==> src/rtl/hex_disp_pkg.sv <==
// -----------------------------------------------------------------------------
// hex_disp_pkg
// Shared definitions for the multiplexed hex LED display controller:
//   - scan FSM state encoding (BLANK / DRIVE)
//   - SEG_BLANK, the all-segments-off pattern (active-low)
//   - hex_to_seg(): hex nibble to active-low {g,f,e,d,c,b,a} decode
//   - cnt_width(): width of the shared scan down-counter
// -----------------------------------------------------------------------------
package hex_disp_pkg;

    typedef enum logic {
        ST_BLANK = 1'b0,
        ST_DRIVE = 1'b1
    } scan_state_t;

    localparam logic [6:0] SEG_BLANK = 7'h7F;

    // Counter must hold max(SCAN_DIV, BLANK_CYC) - 1; never narrower than 1 bit.
    function automatic int cnt_width(input int a, input int b);
        int m;
        m = (a > b) ? a : b;
        if (m < 2) begin
            return 1;
        end else begin
            return $clog2(m);
        end
    endfunction

    // Active-low 7-segment decode, bit order {g,f,e,d,c,b,a}.
    function automatic logic [6:0] hex_to_seg(input logic [3:0] nib);
        logic [6:0] s;
        case (nib)
            4'h0:    s = 7'h40;
            4'h1:    s = 7'h79;
            4'h2:    s = 7'h24;
            4'h3:    s = 7'h30;
            4'h4:    s = 7'h19;
            4'h5:    s = 7'h12;
            4'h6:    s = 7'h02;
            4'h7:    s = 7'h78;
            4'h8:    s = 7'h00;
            4'h9:    s = 7'h18;
            4'hA:    s = 7'h08;
            4'hB:    s = 7'h03;
            4'hC:    s = 7'h46;
            4'hD:    s = 7'h21;
            4'hE:    s = 7'h06;
            4'hF:    s = 7'h0E;
            default: s = SEG_BLANK;
        endcase
        return s;
    endfunction

endpackage

==> src/rtl/hex_display_ctrl_scan_timer.sv <==
// -----------------------------------------------------------------------------
// scan_timer
// Reloadable down-counter shared by both scan states, plus the digit index
// with wrap from NUM_DIGITS-1 back to 0.
// Ports:
//   clk, rst_n   : clock, asynchronous active-low reset
//   reload       : load reload_val into the counter this edge (state change)
//   reload_val   : value to load (duration of the next state minus one)
//   idx_inc      : advance the digit index this edge
//   tc           : terminal count, high while the counter is zero
//   idx          : current digit index
// -----------------------------------------------------------------------------
module scan_timer #(
    parameter int NUM_DIGITS = 8,
    parameter int CNT_W      = 16,
    parameter int IDX_W      = 3,
    parameter int RESET_VAL  = 499
) (
    input  logic             clk,
    input  logic             rst_n,
    input  logic             reload,
    input  logic [CNT_W-1:0] reload_val,
    input  logic             idx_inc,
    output logic             tc,
    output logic [IDX_W-1:0] idx
);

    logic [CNT_W-1:0] cnt_r;
    logic [IDX_W-1:0] idx_r;

    // Down-counter: reload on state change, otherwise count to zero and hold.
    always_ff @(posedge clk or negedge rst_n) begin
        if (!rst_n) begin
            cnt_r <= CNT_W'(RESET_VAL);
        end else if (reload) begin
            cnt_r <= reload_val;
        end else if (cnt_r != {CNT_W{1'b0}}) begin
            cnt_r <= cnt_r - CNT_W'(1);
        end else begin
            cnt_r <= cnt_r;
        end
    end

    // Digit index with wrap at the last digit.
    always_ff @(posedge clk or negedge rst_n) begin
        if (!rst_n) begin
            idx_r <= {IDX_W{1'b0}};
        end else if (idx_inc) begin
            if (idx_r == IDX_W'(NUM_DIGITS - 1)) begin
                idx_r <= {IDX_W{1'b0}};
            end else begin
                idx_r <= idx_r + IDX_W'(1);
            end
        end else begin
            idx_r <= idx_r;
        end
    end

    assign tc  = (cnt_r == {CNT_W{1'b0}});
    assign idx = idx_r;

endmodule

==> src/rtl/hex_display_ctrl.sv <==
// -----------------------------------------------------------------------------
// hex_display_ctrl
// Scanning controller for a multiplexed common-anode hex LED display.
// Bytes from the UART RX path are shifted into a NUM_DIGITS-nibble buffer;
// one shared decoder is time-multiplexed across the digits, with an all-off
// blank interval between digit drive periods to prevent ghosting.
// Ports:
//   clk, rst_n : clock, asynchronous active-low reset
//   rx_data    : received byte
//   rx_valid   : rx_data valid
//   rx_ready   : byte accepted this cycle (low while clear or in reset)
//   clear      : synchronous buffer clear, level-sensitive
//   seg        : segments {g,f,e,d,c,b,a}, active-low, registered
//   dig_en     : digit enables, active-low, at most one low, registered
// Build option:
//   HEX_LZ_BLANK_EN : when defined, digits above the most significant nonzero
//                     nibble are blanked (digit 0 is always shown).
// -----------------------------------------------------------------------------
module hex_display_ctrl #(
    parameter int NUM_DIGITS = 8,
    parameter int SCAN_DIV   = 50000,
    parameter int BLANK_CYC  = 500
) (
    input  logic                  clk,
    input  logic                  rst_n,
    input  logic [7:0]            rx_data,
    input  logic                  rx_valid,
    output logic                  rx_ready,
    input  logic                  clear,
    output logic [6:0]            seg,
    output logic [NUM_DIGITS-1:0] dig_en
);

    import hex_disp_pkg::*;

    localparam int BUF_W = NUM_DIGITS * 4;
    localparam int IDX_W = $clog2(NUM_DIGITS);
    localparam int CNT_W = cnt_width(SCAN_DIV, BLANK_CYC);

    logic [BUF_W-1:0]      buffer_r;
    scan_state_t           state_r;
    scan_state_t           state_nxt_s;
    logic                  reload_s;
    logic [CNT_W-1:0]      reload_val_s;
    logic                  idx_inc_s;
    logic                  tc_s;
    logic [IDX_W-1:0]      idx_s;
    logic [3:0]            nib_s;
    logic                  show_s;
    logic [6:0]            seg_r;
    logic [NUM_DIGITS-1:0] dig_en_r;

    // rx_ready is forced low while reset is asserted.
    assign rx_ready = rst_n & ~clear;

    // Nibble buffer: clear wins over a handshake; a byte shifts in at the bottom.
    always_ff @(posedge clk or negedge rst_n) begin
        if (!rst_n) begin
            buffer_r <= {BUF_W{1'b0}};
        end else if (clear) begin
            buffer_r <= {BUF_W{1'b0}};
        end else if (rx_valid && rx_ready) begin
            buffer_r <= (buffer_r << 8) | BUF_W'(rx_data);
        end else begin
            buffer_r <= buffer_r;
        end
    end

    scan_timer #(
        .NUM_DIGITS (NUM_DIGITS),
        .CNT_W      (CNT_W),
        .IDX_W      (IDX_W),
        .RESET_VAL  (BLANK_CYC - 1)
    ) u_scan_timer (
        .clk        (clk),
        .rst_n      (rst_n),
        .reload     (reload_s),
        .reload_val (reload_val_s),
        .idx_inc    (idx_inc_s),
        .tc         (tc_s),
        .idx        (idx_s)
    );

    // Scan FSM state register.
    always_ff @(posedge clk or negedge rst_n) begin
        if (!rst_n) begin
            state_r <= ST_BLANK;
        end else begin
            state_r <= state_nxt_s;
        end
    end

    // Scan FSM next state; the counter reloads with the new state's length.
    always_comb begin
        state_nxt_s  = state_r;
        reload_s     = 1'b0;
        reload_val_s = {CNT_W{1'b0}};
        idx_inc_s    = 1'b0;
        case (state_r)
            ST_BLANK: begin
                if (tc_s) begin
                    state_nxt_s  = ST_DRIVE;
                    reload_s     = 1'b1;
                    reload_val_s = CNT_W'(SCAN_DIV - 1);
                end else begin
                    state_nxt_s  = ST_BLANK;
                end
            end
            ST_DRIVE: begin
                if (tc_s) begin
                    state_nxt_s  = ST_BLANK;
                    reload_s     = 1'b1;
                    reload_val_s = CNT_W'(BLANK_CYC - 1);
                    idx_inc_s    = 1'b1;
                end else begin
                    state_nxt_s  = ST_DRIVE;
                end
            end
            default: begin
                state_nxt_s  = ST_BLANK;
                reload_s     = 1'b1;
                reload_val_s = CNT_W'(BLANK_CYC - 1);
            end
        endcase
    end

    assign nib_s = buffer_r[{idx_s, 2'b00} +: 4];

`ifdef HEX_LZ_BLANK_EN
    logic [IDX_W-1:0] msn_s;

    // Index of the most significant nonzero nibble (0 for an all-zero buffer).
    always_comb begin
        msn_s = {IDX_W{1'b0}};
        for (int i = 1; i < NUM_DIGITS; i++) begin
            if (buffer_r[i*4 +: 4] != 4'h0) begin
                msn_s = IDX_W'(i);
            end else begin
                msn_s = msn_s;
            end
        end
    end

    assign show_s = (idx_s <= msn_s);
`else
    assign show_s = 1'b1;
`endif

    // Registered pin drivers; they reflect state, index and buffer one cycle late.
    always_ff @(posedge clk or negedge rst_n) begin
        if (!rst_n) begin
            seg_r    <= SEG_BLANK;
            dig_en_r <= {NUM_DIGITS{1'b1}};
        end else if (state_r == ST_DRIVE) begin
            seg_r    <= show_s ? hex_to_seg(nib_s) : SEG_BLANK;
            dig_en_r <= ~(NUM_DIGITS'(1) << idx_s);
        end else begin
            seg_r    <= SEG_BLANK;
            dig_en_r <= {NUM_DIGITS{1'b1}};
        end
    end

    assign seg    = seg_r;
    assign dig_en = dig_en_r;

endmodule

==> config.mk <==
export PLATFORM = sky130hd
export DESIGN_NAME = hex_display_ctrl
export DESIGN_NICKNAME = d
export VERILOG_FILES = /design/src/rtl/hex_disp_pkg.sv /design/src/rtl/hex_display_ctrl_scan_timer.sv /design/src/rtl/hex_display_ctrl.sv
export SDC_FILE = /design/constraint.sdc
export NUM_CORES = 1
export LEC_CHECK = 0
export CORE_UTILIZATION = 45
export CTS_BUF_LIST = sky130_fd_sc_hd__clkbuf_8
export CTS_CLUSTER_DIAMETER = 150
export DETAILED_ROUTE_END_ITERATION = 10
export DONT_BUFFER_PORTS = 1
export PLACE_DENSITY_LB_ADDON = 0.2
export REMOVE_ABC_BUFFERS = 1
export SYNTH_ARGS = -nofsm -noshare
export SYNTH_HDL_FRONTEND = slang
export SYNTH_HIERARCHICAL = 1
export SYNTH_SLANG_ARGS = --single-unit
==> constraint.sdc <==
create_clock -name clk -period 3 [get_ports clk]
set_input_delay 0.45 -clock clk [delete_from_list [all_inputs] [get_ports clk]]
set_output_delay 0.45 -clock clk [all_outputs]
set_load 0.01 [all_outputs]
Word-level counts from Yosys, hierarchy flattened
Memories as Yosys holds them, arrays and structs flattened.
Cells that the tools add are included.
{ "totals": {"ff_bits": 67, "romBits": 112, "inputBits": 12, "output_inout_bits": 16, "word_cells": 36, "memories": 1} }
{ "classes": {"add_sub_neg": 2, "n_eq_ne": 1, "n_shift": 2, "mux": 14, "bitwise_logic": 5, "reduce_logical": 5} }
{ "memory_table": {"columns": ["memory", "depth", "word_bits", "read_ports", "rd_clocked_by_memory_dff", "write_ports", "line", "text"], "rows": [
  ["(name not given)", 16, 7, 1, 0, 0, "hex_disp_pkg.sv:32", "case (nib)"]
]} }
{ "op_table": {"columns": ["op", "n"], "rows": [
  ["$mux W32", 2],
  ["$mux W16", 3],
  ["$or A32 B8 Y32", 1],
  ["$pmux W16 S2", 1],
  ["$shiftx A32 B6 Y4", 1],
  ["$logic_not A16 Y1", 1],
  ["$reduce_bool A16 Y1", 1],
  ["$sub A16 B1 Y16 const B", 1],
  ["$mux W9", 1],
  ["$mux W8", 1],
  ["$not A8 Y8", 1],
  ["$shl A1 B3 Y8 const A", 1],
  ["$mux W7", 1],
  ["$reduce_bool A2 Y1", 2],
  ["$add A3 B1 Y3 const B", 1],
  ["$eq A3 B3 Y1 const B", 1],
  ["$mux W1", 3],
  ["$mux W3", 1],
  ["$not A1 Y1", 2],
  ["$pmux W1 S2", 1],
  ["$and A1 B1 Y1", 1],
  ["$logic_and A1 B1 Y1", 1]
]} }

Logic depth before layout (Yosys ltp)
{ "depth": {"word_depth": 5, "mapped_depth": 9, "mapped_depth_nobuf": 8} }

By module
Netlist, hierarchy kept.
{ "modules_own_cells": {"columns": ["mod", "n_inst", "cells_per_inst", "area_each_um2", "seq_area_each_um2"], "rows": [
  ["hex_display_ctrl", 1, 241, 2466.1, 1219.9],
  ["scan_timer", 1, 110, 1104.8, 484.2]
]} }

Worst setup path after synthesis
OpenSTA, ideal clock, no wires.
{ "synth_path": {"path_type": "register to register", "from": "reg u_scan_timer.cnt_r[0]", "to": "reg u_scan_timer.cnt_r[7]", "setup_time_ns": 0.073, "arrival_ns": 2.362, "required_time_ns": 2.927, "setup_slack_ns": 0.565, "path_stages_with_launch": 9, "n_path_buf": 2, "synth_period_minus_slack_ns": 2.435, "cell_sequence": "dfstp_2 -> inv_1 -> ha_1 -> or3b_4 -> nor4_4 -> clkbuf_1 -> clkbuf_1 -> nand2_1 -> a21oi_1"} }
{ "synth_via": {"elab_cells_between_ends": 9, "classes_between": "add/sub (1); mux (5); reduce/logical (3)"} }
{ "synth_lines": {"columns": ["element", "line", "text"], "rows": [
  ["start, declared", "hex_display_ctrl_scan_timer.sv:28", "logic [CNT_W-1:0] cnt_r;"],
  ["start signal, assigned", "hex_display_ctrl_scan_timer.sv:34", "cnt_r <= CNT_W'(RESET_VAL);"],
  ["start signal, assigned", "hex_display_ctrl_scan_timer.sv:36", "cnt_r <= reload_val;"],
  ["start signal, assigned", "hex_display_ctrl_scan_timer.sv:38", "cnt_r <= cnt_r - CNT_W'(1);"],
  ["$logic_not A16 Y1 *", "hex_display_ctrl_scan_timer.sv:59", "assign tc = (cnt_r == {CNT_W{1'b0}});"],
  ["$mux W1 *", "hex_display_ctrl.sv:101, hex_display_ctrl.sv:110", null],
  ["net reload_s", "hex_display_ctrl.sv:43", "logic reload_s;"],
  ["$mux W16 or $reduce_bool A2 Y1 (tied branches)", null, null]
]} }
Mark *: on every way through the listed nets, which the timed path passes. The rest lies on a longest branch. The select of a mux whose other input is x is not followed.
A chain may end at the register's enable or synchronous reset.

Worst setup path after layout
{ "layout_path": {"from": "reg u_scan_timer.cnt_r[0]", "to": "reg u_scan_timer.idx_r[0], in the netlist u_scan_timer/idx[0]"} }
{ "layout_via": {"elab_chain_len": 3} }
{ "layout_rtl": {"columns": ["element", "line", "text"], "rows": [
  ["$logic_not A16 Y1", "hex_display_ctrl_scan_timer.sv:59", null],
  ["$mux W1", null, null],
  ["net reload_s", "hex_display_ctrl.sv:43", null],
  ["$mux W1", "hex_display_ctrl.sv:99", "case (state_r)"],
  ["net idx_inc_s", "hex_display_ctrl.sv:45", "logic idx_inc_s;"],
  ["end signal, assigned", "hex_display_ctrl_scan_timer.sv:50", "idx_r <= {IDX_W{1'b0}};"],
  ["end signal, assigned", "hex_display_ctrl_scan_timer.sv:52", "idx_r <= idx_r + IDX_W'(1);"],
  ["end signal, assigned", "hex_display_ctrl_scan_timer.sv:55", "idx_r <= idx_r;"],
  ["end, declared", "hex_display_ctrl_scan_timer.sv:29", "logic [IDX_W-1:0] idx_r;"]
]} }
The timed path passes the listed nets, and every way through them passes these cells.

==> out/qor.yml <==
p_sw_share_pct: 24.6
crit_path_cell_trace: "inv_1 -> ha_1 -> or3b_4 -> nor4_4 -> ha_1 -> mux2_2"
post_synth.cell_area_avg_um2: 10.2
routed_wire_length_per_instance_um: 15.1
placement.io_buffers: 0
postSynthRegisterBits: 67
grt_overflow: 0
finalClockSkew_ns: 0.0111
worst_setup_hold_path_clk_slew_ns: 0.07
total_power_w: 0.00165
cts_tree: "done"
avg_vias_per_cell: 5.36
relative_area_change_from_synthesis_to_final_layout_pct: 7.74
dp_hpwl_um: 4720
timing.slew.headroom_pct: 52.7
antenna_cells: 0
clkLatencyLatePin_ns: 0.34
drt_initial_violations: 88
cts_buffer_depth: 2
hold_buffers: 2
grt_pass1_vias: 2428
cp_num_buf_inv: 1
endpoint_kind: "register"
die_area_um2: 8300
rsz0062_at_grt: "no"
first_pass_iters: 4
post_route_cells_drive_above_1_share_pct: 19.1
ys.warnings.count: 6
netlist.area_leader.share_pct: 31.5
clock_power_share_pct: 38.8
status: "complete, no violations"
power_frac_comb_pct: 5.2
max_freq_ghz: 0.424
cts_repair_resize_count: 0
power.ir.vdd_worst_v: 0.000329
switchingPower_w: 0.000405
place_congestion: 0.808
pin_count: 28
drc: 0
fin_crit_sh_pct: 78.7
synth_cell_type_count: 57
hold_class: "input pin to register"
drv_cap: 0
number_of_vias_after_detailed_routing: 2453
drv_slew: 0
globalRouteTotalUtil_pct: 18.6
cpMaxStageDelayCell: "nor4_4"
h-tree-depth: 3
setup_violations: 0
synth_sequential_area_ratio_pct: 47.7
crit_fanout: 6
worst_tran_pin_value_ns: 0.709
grt_start_max_net_pins: 68
antenna_left: 0
synth_async_sr_flop_share_pct: 100
p_leak_nw: 1.58
routed_wl_um: 6930
core-area_um2: 7690
clock-sinks: 67
synth.top_cells.by_area: "dfrtp_1 32%, dfstp_2 16%, nand2b_1 5.6%"
nNetsFinal: 373
ys_dominant_reg_cell: "dfrtp_1"
die_y_um: 91.1
setup_fix_buffers_added_after_clock_tree_synthesis: 0
num_rows: 32
global_route_wire_length_before_repair_um: 12000
mostFrequentLayoutCells: "51 x nand2_1, 45 x dfrtp_1, 35 x o21ai_0"
cp.arrival_ns: 2.58
clock_tree.root_cell: "clkbuf_8"
timing_hold_violations_final: 0
synthesis.instances: 351
critical_path.max_stage_delay_ns: 0.45
power_per_cell_area_nw_per_um2: 429
worst-endpoint-required_ns: 3.22
post-route-min-period_ns: 2.36
internal_power_w: 0.00124
starting_density_of_the_core_pct: 46.5
finalSetupTns_ns: 0
mostFrequentLayoutCell: "nand2_1"
largest_delay_share_family_worst_path: "simple AND/OR/NAND/NOR gates"
mappedNetlistArea_um2: 3570
antenna_found_initial: 1
cp-start-kind: "register"
path_class: "register to register"
fillerInstances: 740
synth_enable_flop_cells: 0
die_width_um: 91.1
netlist.top_cell.by_area: "dfrtp_1"
crit_path_frequent_cell: "ha_1"
share_seq_of_total_power_pct: 56.0
cts_made_buffers: 9
cell type report:
cell class              instances  area (um2)  share of cell area [%]
inverters                      15        56.3                    1.46
well taps                     102         128                    3.32
repair buffers                  7        75.1                    1.95
clock buffers                   9         124                    3.22
clock inverters                 7        45.0                    1.17
multi-input cells             251        1720                    44.6
flip-flops and latches         67        1700                    44.3
cell families (layout without fill, tap and decap cells):
group	count (synthesis)	count (layout)	synth area share (%)
other	1	4	0.105
XOR/XNOR	6	6	1.47
flip-flops	67	67	47.7
AO/OA/AOI/OAI	74	74	13.2
adder cells (fa/ha/maj)	10	10	3.50
buffers and inverters	36	38	4.59
AND/OR/NAND/NOR	132	132	19.7
multiplexers	25	25	9.78
registers in the layout, indices dropped and copies added (netlist names):
signal / cells
seg: 7
buffer_r: 32
u_scan_timer/idx: 3
u_scan_timer/cnt_r: 16
state_r: 1
dig_en: 8
stage by stage:
stage	worst slack, ns	utilization, %	cell area (um2)	hold slack, ns	instances
floorplan	0.0373	-	3470	0.154	333
global placement	0.685	47.4	3640	0.156	440
detailed placement	0.644	47.4	3640	0.156	440
CTS	0.637	50.0	3850	0.189	458
global route	0.504	50.0	3850	0.197	458
finish	0.640	50.0	3850	0.210	458
cell usage after synthesis, drive strengths merged, types with 2 or more instances:
master,n
a22oi,3
mux4,4
nand2,51
a211o,2
nor2,16
dfstp,22
buf,5
mux2,10
o2bb2ai,2
clkbuf,16
o311ai,2
a2bb2oi,2
or4,4
nor2b,4
o31ai,4
ha,10
xnor2,6
nor4,5
nand4,4
dfrtp,45
o21ai,37
nor3,4
a21oi,5
o221ai,4
nand3,6
mux2i,11
nand2b,32
a211oi,4
inv,15
power groups by stage:
stage           logic, W  registers [W]  clock network [W]
2_1_floorplan  0.0000518       0.000935                  0
3_5_place_dp   0.0000633       0.000939                  0
4_1_cts        0.0000874       0.000923           0.000670
3_3_place_gp   0.0000614       0.000940                  0
6_report       0.0000855       0.000923           0.000640
5_1_grt        0.0000974       0.000924           0.000700
final timing paths:
path	startpoint	endpoint	slack, ns	cells past startpoint
max	u_scan_timer/cnt_r[0]	u_scan_timer/idx[0]	0.64	6
min	clear	buffer_r[14]	0.21	1
max reg2reg	u_scan_timer/cnt_r[0]	u_scan_timer/idx[0]	0.64	6
min reg2reg	buffer_r[14]	buffer_r[22]	0.48	2
max in group asynchronous	rst_n	u_scan_timer/cnt_r[8]	2.02	2
min in group asynchronous	rst_n	u_scan_timer/cnt_r[9]	0.62	2
metal layers:
| layer | vias up | track usage (%) | share of wire (%) |
|---|---|---|---|
| met4 | 0 | 5.29 | 0.63 |
| met1 | 1180 | 25.6 | 50 |
| met2 | 46 | 28.9 | 46 |
| met5 | - | 0 | 0 |
| met3 | 5 | 4.77 | 4.0 |
| li1 | 1222 | - | - |
(Power assumes the default switching activity.)
